[src/rtl/mu0_pkg.sv]
// rtl/mu0_pkg.sv - shared opcode and state types for the parametrised MU0 core
package mu0_pkg;

    typedef enum logic [3:0] {
        OP_LDA = 4'd0,
        OP_STO = 4'd1,
        OP_ADD = 4'd2,
        OP_SUB = 4'd3,
        OP_JMP = 4'd4,
        OP_JGE = 4'd5,
        OP_JNE = 4'd6,
        OP_STP = 4'd7,
        OP_OUT = 4'd8
    } opcode_t;

    // HALTED is the all-zero encoding so an unreset core comes up idle.
    typedef enum logic [1:0] {
        HALTED = 2'd0,
        FETCH  = 2'd1,
        EXEC   = 2'd2
    } state_t;

endpackage

[src/rtl/mu0_alu.sv]
// rtl/mu0_alu.sv - combinational accumulator datapath and opcode decode
module mu0_alu
    import mu0_pkg::*;
#(
    parameter int DATA_WIDTH = 16
) (
    input  logic [DATA_WIDTH-1:0] acc,
    input  logic [DATA_WIDTH-1:0] readdata,
    input  opcode_t               opcode,
    output logic [DATA_WIDTH-1:0] acc_next,
    output logic                  is_mem_op,
    output logic                  is_illegal
);

    always_comb begin
        acc_next   = acc;
        is_mem_op  = 1'b0;
        is_illegal = 1'b0;
        case (opcode)
            OP_LDA: begin
                acc_next  = readdata;
                is_mem_op = 1'b1;
            end
            OP_ADD: begin
                acc_next  = acc + readdata;
                is_mem_op = 1'b1;
            end
            OP_SUB: begin
                acc_next  = acc - readdata;
                is_mem_op = 1'b1;
            end
            OP_STO: is_mem_op = 1'b1;
            OP_JMP, OP_JGE, OP_JNE, OP_STP, OP_OUT: ;
            default: is_illegal = 1'b1;
        endcase
    end

endmodule

[src/rtl/mu0_cpu_param.sv]
// rtl/mu0_cpu_param.sv - MU0 accumulator CPU with waitrequest bus handshake
module mu0_cpu_param
    import mu0_pkg::*;
#(
    parameter int                    ADDR_WIDTH   = 12,
    parameter logic [ADDR_WIDTH-1:0] RESET_VECTOR = '0,
    localparam int                   DATA_WIDTH   = ADDR_WIDTH + 4
) (
    input  logic                  clk,
    input  logic                  rst,
    output logic                  running,
    output logic                  error,
    output logic [ADDR_WIDTH-1:0] address,
    output logic                  read,
    output logic                  write,
    input  logic                  waitrequest,
    output logic [DATA_WIDTH-1:0] writedata,
    input  logic [DATA_WIDTH-1:0] readdata,
    output logic                  out_valid,
    output logic [DATA_WIDTH-1:0] out_data
);

    localparam logic [ADDR_WIDTH-1:0] PC_ONE = {{(ADDR_WIDTH-1){1'b0}}, 1'b1};

    state_t                  state;
    logic [ADDR_WIDTH-1:0]   pc;
    logic [DATA_WIDTH-1:0]   ir;
    logic [DATA_WIDTH-1:0]   acc;
    logic [DATA_WIDTH-1:0]   acc_next;
    logic                    is_mem_op;
    logic                    is_illegal;
    opcode_t                 opcode;
    logic [ADDR_WIDTH-1:0]   operand;

    assign opcode    = opcode_t'(ir[DATA_WIDTH-1 -: 4]);
    assign operand   = ir[ADDR_WIDTH-1:0];
    assign writedata = acc;

    mu0_alu #(
        .DATA_WIDTH (DATA_WIDTH)
    ) u_alu (
        .acc        (acc),
        .readdata   (readdata),
        .opcode     (opcode),
        .acc_next   (acc_next),
        .is_mem_op  (is_mem_op),
        .is_illegal (is_illegal)
    );

    // Bus strobes depend only on state and IR, so they hold steady across stalls.
    always_comb begin
        address = pc;
        read    = 1'b0;
        write   = 1'b0;
        if (state == FETCH) begin
            read = 1'b1;
        end else if (state == EXEC && is_mem_op) begin
            address = operand;
            if (opcode == OP_STO) begin
                write = 1'b1;
            end else begin
                read = 1'b1;
            end
        end
    end

    always_ff @(posedge clk) begin
        if (rst) begin
            state     <= FETCH;
            pc        <= RESET_VECTOR;
            acc       <= '0;
            running   <= 1'b1;
            error     <= 1'b0;
            out_valid <= 1'b0;
            out_data  <= '0;
        end else begin
            out_valid <= 1'b0;
            case (state)
                FETCH: begin
                    if (!waitrequest) begin
                        ir    <= readdata;
                        state <= EXEC;
                    end
                end
                EXEC: begin
                    if (is_illegal) begin
                        state   <= HALTED;
                        running <= 1'b0;
                        error   <= 1'b1;
                    end else if (is_mem_op) begin
                        if (!waitrequest) begin
                            acc   <= acc_next;
                            pc    <= pc + PC_ONE;
                            state <= FETCH;
                        end
                    end else begin
                        state <= FETCH;
                        pc    <= pc + PC_ONE;
                        case (opcode)
                            OP_JMP: pc <= operand;
                            OP_JGE: if ($signed(acc) >= 0) pc <= operand;
                            OP_JNE: if (acc != '0) pc <= operand;
                            OP_OUT: begin
                                out_data  <= acc;
                                out_valid <= 1'b1;
                            end
                            OP_STP: begin
                                pc      <= pc;
                                state   <= HALTED;
                                running <= 1'b0;
                            end
                            default: ;
                        endcase
                    end
                end
                default: ;
            endcase
        end
    end

endmodule

[config.mk]
export PLATFORM = sky130hd
export DESIGN_NAME = mu0_cpu_param
export DESIGN_NICKNAME = d
export VERILOG_FILES = /design/src/rtl/mu0_pkg.sv /design/src/rtl/mu0_alu.sv /design/src/rtl/mu0_cpu_param.sv
export SDC_FILE = /design/constraint.sdc
export NUM_CORES = 1
export LEC_CHECK = 0
export ABC_AREA = 1
export CELL_PAD_IN_SITES_DETAIL_PLACEMENT = 1
export CELL_PAD_IN_SITES_GLOBAL_PLACEMENT = 1
export CORE_MARGIN = 2
export CORE_UTILIZATION = 38
export DETAILED_ROUTE_END_ITERATION = 8
export GPL_TIMING_DRIVEN = 1
export HOLD_SLACK_MARGIN = 0.1
export PLACE_DENSITY_LB_ADDON = 0.1
export SYNTH_ARGS = -nofsm -noshare
export SYNTH_HDL_FRONTEND = slang
export SYNTH_SLANG_ARGS = --single-unit
[constraint.sdc]
create_clock -name clk -period 3.5 [get_ports clk]
set_clock_uncertainty 0.05 [all_clocks]
set_input_delay 0.525 -clock clk [delete_from_list [all_inputs] [get_ports clk]]
set_output_delay 0.525 -clock clk [all_outputs]
set_load 0.01 [all_outputs]
==> results.sh <==
export IMPL_worstHoldEndpoint="error"
export IMPL_synth_compound_area_share_pct=17.58
export IMPL_place_area_um2=5045
export IMPL_vias_per_cell=5.258
export IMPL_multi_input_area_um2=2317
export IMPL_totalWireLength_um=14290
export IMPL_synth_nets=663
export IMPL_fmax_mhz=314.5
export IMPL_grt_max_degree=27
export IMPL_antenna_found_initial=0
export IMPL_synth_distinct_cells=33
export IMPL_synth_area_leaders="dfxtp_1, nand2_1, edfxtp_1"
export IMPL_h_tree_depth=3
export IMPL_layout_setup_ws_ns=0.3204
export IMPL_grt_pass1_vias=4720
export IMPL_antenna_left=0
export IMPL_die_y_um=108.8
export IMPL_synth_area_mux_share_pct=0
export IMPL_layout_nets=737
export IMPL_coreArea_um2=10790
export IMPL_io_pins=68
export IMPL_clk_latency_ns=0.36
export IMPL_clock_sinks=65
export IMPL_post_place_ws_ns=-0.1352
export IMPL_post_route_drc_count=0
export IMPL_yosys_area_share_adder_pct=5.579
export IMPL_drive_above_1_share_pct=6.525
export IMPL_synth_avg_cell_area_um2=6.664
export IMPL_finalHoldViolations=0
export IMPL_dp_cells=829
export IMPL_die_area_um2=11830
export IMPL_syn_inst=626
export IMPL_synth_top_cell_area_share_pct=23.52
export IMPL_max_vdd_ir_drop_mv=0.1534
export IMPL_ys_seq_area_share_pct=35.03
export IMPL_die_w_um=108.8
export IMPL_final_area_um2=5256
export IMPL_yosys_register_bits=65
export IMPL_syn_area_um2=4172
export IMPL_drt_iter0_markers=173
export IMPL_synth_simple_area_share_pct=28.61
export IMPL_synthToLayoutAreaGrowth_pct=26.00
export IMPL_hold_path_class="reg2reg"
export IMPL_rows=38
export IMPL_arrival_ns=3.37
export IMPL_rsz0062_at_grt="false"
export IMPL_hp_start="error"
export IMPL_dp_hpwl_um=11150
export IMPL_setup_violations=0
export IMPL_num_antenna_cells=0
export IMPL_dr_pass1_iters=4
export IMPL_grt_pass1_wl_um=23000
export IMPL_wl_per_cell_um=16.91
export IMPL_fin_tns_setup_ns=0
export IMPL_slew_limit_headroom_pct=46.86
export IMPL_io_buffers=67
export IMPL_slew_viol_final=0
export IMPL_start_util_pct=38.65
export IMPL_routed_via_count=4443
export IMPL_grt_usage_pct=25.36
export IMPL_power_per_cell_area_nw_per_um2=335.1
export IMPL_yosysWarnings=0
export IMPL_grt_overflow_total=0
export IMPL_critPathKind="in2reg"
export IMPL_ctsLongestPathBuffers=2
export IMPL_start_kind="input port"
export IMPL_reg2reg_slack_ns=0.45
export IMPL_cts_root_buf="clkbuf_8"
export IMPL_cap_violations=0
export IMPL_finalCriticalPeriod_ns=3.180
export IMPL_required_ns=3.69
export IMPL_numCtsBuffers=9
export IMPL_rr_worst_depth=17
export IMPL_synth_xor_area_share_pct=3.779
export IMPL_min_delay_path_depth=2
export IMPL_leakage_uw=0.002245
export IMPL_clk_pin_slew_ns=0.08
export IMPL_post_route_util_pct=48.70
export IMPL_tightest_slew_ns=0.7951
export IMPL_gp_congestion=0.8632
export IMPL_crit_path_max_fanout=5
export IMPL_n_fill_cell=1432
export IMPL_r2r_end="writedata[15]"
export IMPL_seq_area_um2=1461
export IMPL_period_share_pct=90.85
export IMPL_cts_tree="done"
export IMPL_hold_buffers=0
export IMPL_outcome="finished, final reports clean"
export IMPL_timing_rr_start="ir[12]"
export IMPL_instances_no_fill=845
export IMPL_yosysTopAreaCell="dfxtp_1"
export IMPL_synth_top_family_by_area="simple AND/OR/NAND/NOR gates"
export IMPL_endpoint_kind="flop"
==> placed cells by master (no fill, tap or decap), drive strengths merged <==
| cell type | netlist | routed |
|---|---|---|
| inv | 80 | 82 |
| o21ai | 52 | 52 |
| nand2 | 165 | 165 |
| buf | 8 | 16 |
| a221oi | 2 | 2 |
| a21o | 3 | 3 |
| nor2 | 64 | 64 |
| o21a | 1 | 1 |
| clkinv | 0 | 3 |
| o31ai | 4 | 4 |
| nand3 | 49 | 49 |
| o211ai | 2 | 2 |
| a211oi | 2 | 2 |
| a31oi | 3 | 3 |
| xor2 | 13 | 13 |
| a21oi | 68 | 68 |
| edfxtp | 16 | 16 |
| nand4 | 3 | 3 |
| bufinv | 0 | 1 |
| clkdlybuf4s50 | 0 | 67 |
| or2 | 2 | 2 |
| fa | 1 | 1 |
| o22ai | 1 | 1 |
| clkbuf | 12 | 10 |
| nor3 | 4 | 4 |
| xnor2 | 5 | 5 |
| dfxtp | 49 | 49 |
| ha | 17 | 17 |
==> worst max-delay path by stage <==
stage                    endpoint  slack [ns]  cells after the start         from
floorplan           writedata[15]        0.93                     19  readdata[0]
global placement    writedata[15]       -0.05                     19  readdata[2]
detailed placement  writedata[15]       -0.14                     19  readdata[2]
CTS                 writedata[15]        0.24                     19  readdata[2]
global route        writedata[15]        0.12                     21  readdata[2]
finish              writedata[15]        0.32                     19  readdata[2]
==> critical path, stage by stage <==
cell and delay, ns:
clkdlybuf4s50_1 0.53, nor2_1 0.16, nand2_1 0.11, nor2_1 0.16, inv_1 0.08, o21ai_1 0.30, nand2_1 0.11, xor2_1 0.15
inv_1 0.06, ha_1 0.37, nand2_1 0.12, nor3_1 0.19, nand2_1 0.08, nand2_1 0.09, inv_1 0.05, nand2_1 0.05
nand3_1 0.06, nand2_1 0.09, a21oi_1 0.06
==> metrics by stage <==
step | total power [uW] | hold slack [ns]
3_5_place_dp | 1077 | 0.4061
4_1_cts | 1779 | 0.4196
5_1_grt | 1845 | 0.4372
2_1_floorplan | 964.4 | 0.3920
6_report | 1762 | 0.4164
3_3_place_gp | 1067 | 0.3962
==> power breakdown <==
group,internal (uW),switching (uW)
Combinational,96.5,160
Clock,373,328
Sequential,789,15.0
==> cells by family (layout without fill, tap and decap cells) <==
logic type | Yosys count | count (layout)
flip-flops | 65 | 65
adder cells (fa/ha/maj) | 18 | 18
XOR/XNOR | 18 | 18
buffers and inverters | 100 | 179
AND/OR/NAND/NOR | 287 | 287
AO/OA/AOI/OAI | 138 | 138
==> state kept, by name, summed over array words and instances, names as in the netlist <==
name	count
error	1
ir	16
out_data	16
out_valid	1
pc	12
running	1
state	2
writedata	16
==> Yosys cell counts <==
master / count
nand2_1: 165
inv_1: 74
a21oi_1: 68
nor2_1: 59
dfxtp_1: 49
nand3_1: 47
o21ai_0: 41
ha_1: 17
edfxtp_1: 16
xor2_1: 13
clkbuf_1: 12
o21ai_1: 11
inv_2: 6
buf_2: 5
xnor2_1: 5
nor3_1: 4
o31ai_1: 4
a21o_1: 3
a31oi_1: 3
nand4_1: 3
nor2_4: 3
a211oi_1: 2
a221oi_1: 2
nand3_2: 2
nor2_2: 2
o211ai_1: 2
or2_2: 2
buf_1: 1
buf_4: 1
buf_6: 1
fa_1: 1
o21a_1: 1
o22ai_1: 1
==> repair_timing <==
item | CTS | global route
gates resized for setup | 0 | 1
buffers inserted | 0 | 0
setup endpoints to repair | 0 | 1
==> layer usage <==
metal | share of wire [%] | vias up | GRT usage (%) | wire length, um
met5 | 0 | - | 0 | 0
met4 | 4.0 | 0 | 12.64 | 566
met3 | 3.2 | 30 | 4.842 | 459
met2 | 49 | 87 | 43.48 | 7055
met1 | 43 | 2135 | 30.28 | 6211
li1 | - | 2191 | - | -
==> final cells by class <==
class	instances	share of cell area, %
timing repair buffer	83	15.04
clock inverter	6	1.190
multi-input combinational	461	44.08
inverter	80	5.713
sequential	65	27.80
clock buffer	10	2.833
tap	140	3.333
(Power assumes the default switching activity.)
